**config.mk**
```make
export PLATFORM = sky130hd
export DESIGN_NAME = bitfield_sequencer
export DESIGN_NICKNAME = d
export VERILOG_FILES = /design/src/rtl/bitfield_sequencer.sv
export SDC_FILE = /design/constraint.sdc
export NUM_CORES = 1
export LEC_CHECK = 0
export BUFFER_PORTS_ARGS = -buffer_cell sky130_fd_sc_hd__buf_4
export CORE_ASPECT_RATIO = 0.75
export CORE_UTILIZATION = 55
export DETAILED_ROUTE_END_ITERATION = 10
export GPL_TIMING_DRIVEN = 0
export PLACE_DENSITY = 0.81
export SETUP_SLACK_MARGIN = 0.4
export SYNTH_ARGS = -nofsm -noshare
export SYNTH_HDL_FRONTEND = slang
export SYNTH_SLANG_ARGS = --single-unit
```
**constraint.sdc**
```tcl
create_clock -name clk -period 3.6 [get_ports clk]
set_input_delay 0.72 -clock clk [delete_from_list [all_inputs] [get_ports clk]]
set_output_delay 0.72 -clock clk [all_outputs]
set_load 0.005 [all_outputs]
```
**src/rtl/bitfield_sequencer.sv**
```systemverilog
// Splits field descriptors into per-cycle counter advance commands and captures the
// counter's word records into a small first-word-fall-through result FIFO.
module bitfield_sequencer #(
  parameter int RES_DEPTH = 4,
  parameter int MAX_ADV   = 16
) (
  input  logic       clk,
  input  logic       rst,
  input  logic       desc_valid,
  output logic       desc_ready,
  input  logic [9:0] desc_len,
  input  logic       desc_start,
  input  logic       desc_sign_loc,
  input  logic       desc_extend,
  input  logic       desc_align,
  output logic       ctr_clk_en,
  output logic [4:0] ctr_advance,
  output logic       ctr_align,
  output logic       ctr_sign_en,
  output logic       ctr_sign_loc,
  output logic       ctr_extend_en,
  input  logic [6:0] ctr_cnt_out,
  input  logic       ctr_cnt_wr,
  input  logic       ctr_sign_flag,
  input  logic       ctr_ext_flag,
  output logic       res_valid,
  input  logic       res_ready,
  output logic [8:0] res_data,
  output logic       busy
);
  localparam int AW = $clog2(RES_DEPTH);
  localparam logic [9:0]    MAX_ADV_LEN  = 10'(MAX_ADV);
  localparam logic [4:0]    MAX_ADV_STEP = 5'(MAX_ADV);
  localparam logic [AW+1:0] DEPTH_W      = (AW + 2)'(RES_DEPTH);

  typedef enum logic [1:0] {IDLE, CHUNK, ALIGN} state_t;

  state_t      state_reg;
  logic [9:0]  remaining_reg;
  logic        start_reg;
  logic        sign_loc_reg;
  logic        extend_reg;
  logic        align_reg;
  logic        first_reg;

  logic [8:0]  mem_reg [RES_DEPTH];
  logic [AW-1:0] rd_ptr_reg;
  logic [AW-1:0] wr_ptr_reg;
  logic [AW:0]   count_reg;

  logic          pop;
  logic          push_ok;
  logic [AW+1:0] free_slots;
  logic          can_issue;
  logic          issue;
  logic          in_chunk;
  logic [4:0]    step;

  assign res_valid = (count_reg != '0);
  assign pop       = res_valid && res_ready;
  // A pop frees its slot in the same cycle, so a push into a full FIFO is safe only then.
  assign push_ok   = ctr_cnt_wr && ((count_reg != DEPTH_W[AW:0]) || pop);
  assign res_data  = mem_reg[rd_ptr_reg];

  // Two free slots: one for the record already in flight, one for this cycle's issue.
  assign free_slots = DEPTH_W - {1'b0, count_reg} + {{(AW + 1){1'b0}}, pop};
  assign can_issue  = (free_slots >= (AW + 2)'(2));

  assign in_chunk = (state_reg == CHUNK);
  assign issue    = rst && can_issue && (state_reg != IDLE);
  assign step     = (remaining_reg > MAX_ADV_LEN) ? MAX_ADV_STEP : remaining_reg[4:0];

  assign desc_ready    = rst && (state_reg == IDLE);
  assign busy          = (state_reg != IDLE);
  assign ctr_clk_en    = issue;
  assign ctr_advance   = (issue && in_chunk) ? step : 5'd0;
  assign ctr_align     = issue && (state_reg == ALIGN);
  assign ctr_sign_en   = issue && in_chunk && first_reg && start_reg;
  assign ctr_sign_loc  = issue && in_chunk && first_reg && sign_loc_reg;
  assign ctr_extend_en = issue && in_chunk && first_reg && extend_reg;

  always_ff @(posedge clk) begin
    if (!rst) begin
      state_reg     <= IDLE;
      remaining_reg <= '0;
      start_reg     <= 1'b0;
      sign_loc_reg  <= 1'b0;
      extend_reg    <= 1'b0;
      align_reg     <= 1'b0;
      first_reg     <= 1'b0;
    end else begin
      case (state_reg)
        IDLE: begin
          if (desc_valid) begin
            remaining_reg <= desc_len;
            start_reg     <= desc_start;
            sign_loc_reg  <= desc_sign_loc;
            extend_reg    <= desc_extend;
            align_reg     <= desc_align;
            first_reg     <= 1'b1;
            // A zero-length field without align is consumed with no counter activity.
            if (desc_len != 10'd0)
              state_reg <= CHUNK;
            else if (desc_align)
              state_reg <= ALIGN;
          end
        end
        CHUNK: begin
          if (issue) begin
            remaining_reg <= remaining_reg - {5'd0, step};
            first_reg     <= 1'b0;
            if (remaining_reg == {5'd0, step})
              state_reg <= align_reg ? ALIGN : IDLE;
          end
        end
        ALIGN: begin
          if (issue)
            state_reg <= IDLE;
        end
        default: state_reg <= IDLE;
      endcase
    end
  end

  always_ff @(posedge clk) begin
    if (!rst) begin
      rd_ptr_reg <= '0;
      wr_ptr_reg <= '0;
      count_reg  <= '0;
    end else begin
      if (pop)
        rd_ptr_reg <= rd_ptr_reg + AW'(1);
      if (push_ok)
        wr_ptr_reg <= wr_ptr_reg + AW'(1);
      count_reg <= count_reg + (AW + 1)'(push_ok) - (AW + 1)'(pop);
    end
  end

  always_ff @(posedge clk) begin
    if (push_ok)
      mem_reg[wr_ptr_reg] <= {ctr_sign_flag, ctr_ext_flag, ctr_cnt_out};
  end

endmodule
```
# Word-level counts from Yosys, hierarchy flattened
# Memory sizes are Yosys's and may differ from the RTL's. A register that Yosys moved wholly into a read port is not among the register bits.
# Cells that the tools add are included.
dict set report totals {
  romBits 0
  output_inout_bits 22
  memories 1
  ram_bits 36
  elab_cells 69
  ff_bits 24
  latch_bits 0
}
dict set report op_classes {
  muxes 20
  n_div 0
  bitwise 0
  shift 0
  eq_ne 9
  mul 0
  add_sub_neg 7
  reduce_logical 20
  n_lt_le_gt_ge 2
}
# name words word_bits read_ports rd_ports_with_merged_regs wr line_no
set memory_table {}
lappend memory_table {mem_reg 4 9 1 1 1 46} ;# logic [8:0] mem_reg [RES_DEPTH];
# op n
set ops {}
lappend ops {{2-to-1 mux 10 bit} 2}
lappend ops {{case mux 10 bit (2 select lines)} 1}
lappend ops {{2-to-1 mux 2 bit} 9}
lappend ops {{logical AND 1 bit} 11}
lappend ops {{== test 10 x 5 -> 1 bit} 1}
lappend ops {{greater-than comparator 10 x 5 -> 1 bit, second input constant} 1}
lappend ops {{2-to-1 mux 5 bit} 2}
lappend ops {{nonzero test 10 bit} 1}
lappend ops {{subtractor 10 x 5 -> 10 bit} 1}
lappend ops {{inequality test 2 bit, second input constant} 3}
lappend ops {{case mux 2 bit (3 select lines)} 1}
lappend ops {{AND reduction 5 bit} 1}
lappend ops {{adder 2 x 1 -> 2 bit, second input constant} 2}
lappend ops {{adder 4 x 1 -> 4 bit} 1}
lappend ops {{>= comparator 4 x 2 -> 1 bit, second input constant} 1}
lappend ops {{2-to-1 mux 1 bit} 4}
lappend ops {{nonzero test 2 bit} 2}
lappend ops {{subtractor 3 x 3 -> 4 bit, first input constant} 1}
lappend ops {{adder 3 x 1 -> 3 bit} 1}
lappend ops {{inequality test 3 x 2 -> 1 bit, second input constant} 1}
lappend ops {{inequality test 3 bit, second input constant} 1}
lappend ops {{AND reduction 3 bit} 1}
lappend ops {{nonzero test 3 bit} 1}
lappend ops {{subtractor 3 x 1 -> 3 bit} 1}
lappend ops {{7 further kinds} 7}

# Logic depth before layout (Yosys ltp)
dict set report logic_depth {
  word_depth 9
  depth_mapped 10
  ltp_nobuf 10
}

# Worst setup path before layout
# Ideal clock, no wire load.
dict set report synth_path {
  path_kind {register to output}
  startpoint {reg count_reg[2]}
  endpoint {out ctr_advance[0]}
  path_stages_with_launch 11
  t_arrival_ps 2221
  setup_slack_ps 659
  cell_sequence {dfxtp_1 or3_1 nand2_1 ha_1 inv_1 ha_1 and2_1 a31oi_1 or2_1 nor2_1 and2_1}
}
dict set report synth_between {
  elab_chain_len 8
  word_cells_on_any_way 9
}
# element line_no
set synth_rtl {}
lappend synth_rtl {{from (decl)} 49} ;# logic [AW:0] count_reg;
lappend synth_rtl {{from (signal assigned)} 135} ;# count_reg <= count_reg + (AW + 1)'(push_ok) - (AW + 1)'(pop);
lappend synth_rtl {{nonzero test 3 bit} 59} ;# assign res_valid = (count_reg != '0);
lappend synth_rtl {{net res_valid} 26} ;# output logic res_valid,
lappend synth_rtl {{logical AND 1 bit} 60} ;# assign pop = res_valid && res_ready;
lappend synth_rtl {{adder 4 x 1 -> 4 bit} 66} ;# assign free_slots = DEPTH_W - {1'b0, count_reg} + {{(AW + 1){1'b0}}, pop};
lappend synth_rtl {{>= comparator 4 x 2 -> 1 bit} 67} ;# assign can_issue = (free_slots >= (AW + 2)'(2));
lappend synth_rtl {{logical AND 1 bit (2 in series)} 70} ;# assign issue = rst && can_issue && (state_reg != IDLE);
lappend synth_rtl {{logical AND 1 bit} 76} ;# assign ctr_advance = (issue && in_chunk) ? step : 5'd0;
lappend synth_rtl {{2-to-1 mux 5 bit} 76}
lappend synth_rtl {{to (decl)} 17} ;# output logic [4:0] ctr_advance,
# The timed path passes the listed nets, and every way through them passes these cells.

# Worst setup path after layout
dict set report layout_path {
  startpoint {reg count_reg[0]}
  endpoint {out ctr_advance[3]}
}
dict set report layout_between {
  elab_chain_len 8
  word_cells_on_any_way 9
}
# element line_no
set layout_rtl {}
lappend layout_rtl {{branches (longest 2 deep; another with subtractor 3 x 3 -> 4 bit)} n/a}
lappend layout_rtl {{adder 4 x 1 -> 4 bit *} 66}
lappend layout_rtl {{>= comparator 4 x 2 -> 1 bit *} 67}
lappend layout_rtl {{logical AND 1 bit * (2 in series)} 70}
lappend layout_rtl {{logical AND 1 bit *} 76}
lappend layout_rtl {{2-to-1 mux 5 bit *} 76}
# Mark *: on every way between the ends.

==> results.json <==
{
  "outcome": "finished, violations left",
  "violations": "DRC",
  "placed_cell_area_um2": 3280,
  "route.detailed.drc": 2,
  "yosysWarnings": 0,
  "postLayoutCoreUtil": 0.741,
  "stdcell_area_um2": 3650,
  "use_met2": 0.382,
  "hpwl_um": 4290,
  "power.leakage_nw": 1.43,
  "mapped_avg_cell_area_um2": 11.8,
  "synth_cells": 241,
  "hold-path-endpoint": "extend_reg$_SDFFE_PN0P_",
  "chipHeight_um": 64.2,
  "grt.overflow.total": 0,
  "cts_tree": "yes",
  "design.die.area_um2": 5450,
  "grt_use_met3": 0.0827,
  "cts_made_buffers": 9,
  "hold_violations": 0,
  "largest_register_ff_count": 36,
  "period_minus_slack_ns": 3.17,
  "hold_removal_path_class": "flip-flop to flip-flop",
  "portBuffers": 49,
  "critPathLaunchType": "flip-flop",
  "setup-tns-final_ns": 0,
  "power-per-cell-area_nw_per_um2": 678,
  "sequential_cell_area_um2": 1610,
  "num_antenna_cells": 0,
  "critPathRequiredTime_ns": 2.88,
  "iter_0_drt_violations": 201,
  "clkSlewWorstSetupHoldPaths_ns": 0.07,
  "syn2layout_area_growth_pct": 28.9,
  "pins_over_their_slew_limit": 0,
  "clock-root-buffer": "clkbuf_8",
  "period_share": 0.879,
  "grt_use_total": 0.247,
  "vias_per_cell": 5.78,
  "cts.sink_count": 62,
  "r2r_start": "count_reg[0]$_SDFF_PN0_",
  "first_global_vias": 2023,
  "initial_core_utilization": 0.575,
  "grt_first_pass_wirelength_um": 9830,
  "postRouteAntennaNets": 0,
  "maximum_number_of_pins_on_one_net_before_global_route_repair": 13,
  "cp_data_arrival_time_ns": 2.45,
  "count_of_boundary_i_o_pins": 50,
  "critPathKind": "flip-flop to output pin",
  "die-width_um": 84.9,
  "area_used_by_multi_input_combinational_logic_um2": 1240,
  "final_hold_slack_ns": 0.461,
  "unrepaired_setup_endpoints_after_global_routing": "yes",
  "worstMarginPinSlew_ns": 0.640,
  "post_drt_wl_per_cell_um": 16.8,
  "postSynth.asyncResetShare": 0,
  "synth.cell_area_um2": 2830,
  "synth-edff-count": 36,
  "final-setup-viol-count": 0,
  "postSynth.topFlopCell": "edfxtp_1",
  "core_region_area_um2": 4930,
  "drt_pass1_iterations": 8,
  "layout.cells.most_common": "buf_4",
  "max-cap-violations": 0,
  "placementRows": 22,
  "post-synth-top-area-cell": "edfxtp_1",
  "min-delay-start": "extend_reg$_SDFFE_PN0P_",
  "total_power_mw": 2.47,
  "synth.top_cells.by_area": "edfxtp_1 38%, dfxtp_1 18%, mux4_2 7.2%",
  "timing.clock.skew_ns": 0.00920,
  "finish.net_count": 348,
  "layout.filler_cells": 306,
  "grtUsageMet1": 0.324,
  "worst_ir_drop_vdd_v": 0.000304,
  "worstRegToRegCells": 11,
  "timing.critical_path.fanout_max": 4,
  "timing.rr.end": "remaining_reg[5]$_SDFFE_PN0P_",
  "r2r_setup_slk_ns": 1.05,
  "detail_route.wirelength_um": 6290,
  "cts-hold-fix-buffers": 0,
  "routed-via-count": 2167,
  "holdPathStages": 2,
  "synth.ff_latch_count": 62,
  "most_crowded_layer_gr": "met2",
  "synth_cell_types": 51,
  "drive_gt1_frac": 0.340,
  "number_of_antenna_violations_at_the_first_check_in_global_routing": 0,
  "worstSetupEndpointType": "output pin",
  "cts-root-to-sink-buffers": 2,
  "cts_htree_levels": 3,
  "mostFrequentLayoutCells": "56 x buf_4, 36 x edfxtp_1, 23 x dfxtp_1",
  "yosysSeqAreaShare": 0.565,
  "synth_top_cell_area_share": 0.381,
  "postSynthNetCount": 279,
  "worstSkewPairLatency_ns": 0.35,
  "fmax_mhz": 316,
  "gpl.final_weighted_congestion": 0.919,
  "worst_slew_margin_rel": 0.572
}
final cells by class:
| type | count | share of cell area |
|---|---|---|
| flip-flops and latches | 62 | 0.440 |
| clock buffers | 9 | 0.0339 |
| well taps | 60 | 0.0206 |
| inverters | 9 | 0.00925 |
| plain buffers | 8 | 0.00959 |
| repair buffers | 58 | 0.121 |
| clock inverters | 7 | 0.0267 |
| multi-input cells | 162 | 0.339 |
worst max-delay path, cell delays in order (launching register included):
cell and delay [ns]:
dfxtp_2 0.33, or3_4 0.40, nand2_4 0.08, ha_4 0.13, inv_2 0.04, ha_4 0.15, or2_4 0.24, a31oi_4 0.21
or2_4 0.19, nor2_4 0.04, and2_1 0.16, buf_4 0.13
metrics by stage:
stage | cells | setup WS (ns)
6_report | 375 | 0.435
5_1_grt | 375 | 0.364
4_1_cts | 372 | 0.413
3_5_place_dp | 350 | 0.149
3_3_place_gp | 350 | 0.172
2_1_floorplan | 241 | 0.659
what timing repair did:
action,in CTS,in global routing
pin swaps,4,2
setup buffers,6,3
resized for setup,13,9
setup endpoints to repair,10,8
where the power goes:
part           internal [mW]  total, mW  switching [mW]
logic                  0.455      0.883           0.428
registers              0.855      0.917          0.0625
clock network          0.391      0.674           0.283
how the worst max path moves through the flow:
stage / slack, ns / end / startpoint / depth (start not counted)
floorplan: 0.66 / ctr_advance[0] / count_reg[2]$_SDFF_PN0_ / 10
global route: 0.36 / ctr_advance[3] / count_reg[0]$_SDFF_PN0_ / 11
finish: 0.43 / ctr_advance[3] / count_reg[0]$_SDFF_PN0_ / 11
global placement: 0.17 / ctr_advance[3] / res_ready / 11
CTS: 0.41 / ctr_advance[1] / count_reg[0]$_SDFF_PN0_ / 11
detailed placement: 0.15 / ctr_advance[3] / res_ready / 11
Yosys cell counts (all sizes together) (2+ instances only):
cell type,n
nor4,2
or2,2
nor3,5
dfxtp,26
o21ai,11
a311oi,2
edfxtp,36
ha,9
nor2,23
and3,5
a21boi,2
mux2i,2
a31oi,2
clkbuf,3
nand2b,2
buf,5
or3,2
and2,12
nand2,21
inv,8
o31ai,2
o31a,2
nand3,6
a32o,4
xor2,3
a21oi,15
mux4,9
metal layers:
layer,share of wire,wire (um),vias to the layer above
met1,0.43,2720,1028
met3,0.070,440,13
met5,0,0,-
li1,-,-,1038
met2,0.48,3030,88
met4,0.016,100,0
logic make-up after synthesis:
logic type               synth area share
AND/OR/NAND/NOR                     0.151
flip-flops                          0.565
AO/OA/AOI/OAI                       0.120
buffers and inverters              0.0243
multiplexers                       0.0786
adder cells (fa/ha/maj)            0.0468
XOR/XNOR                           0.0124
other                             0.00132
Power figures use the tool's default switching activity.
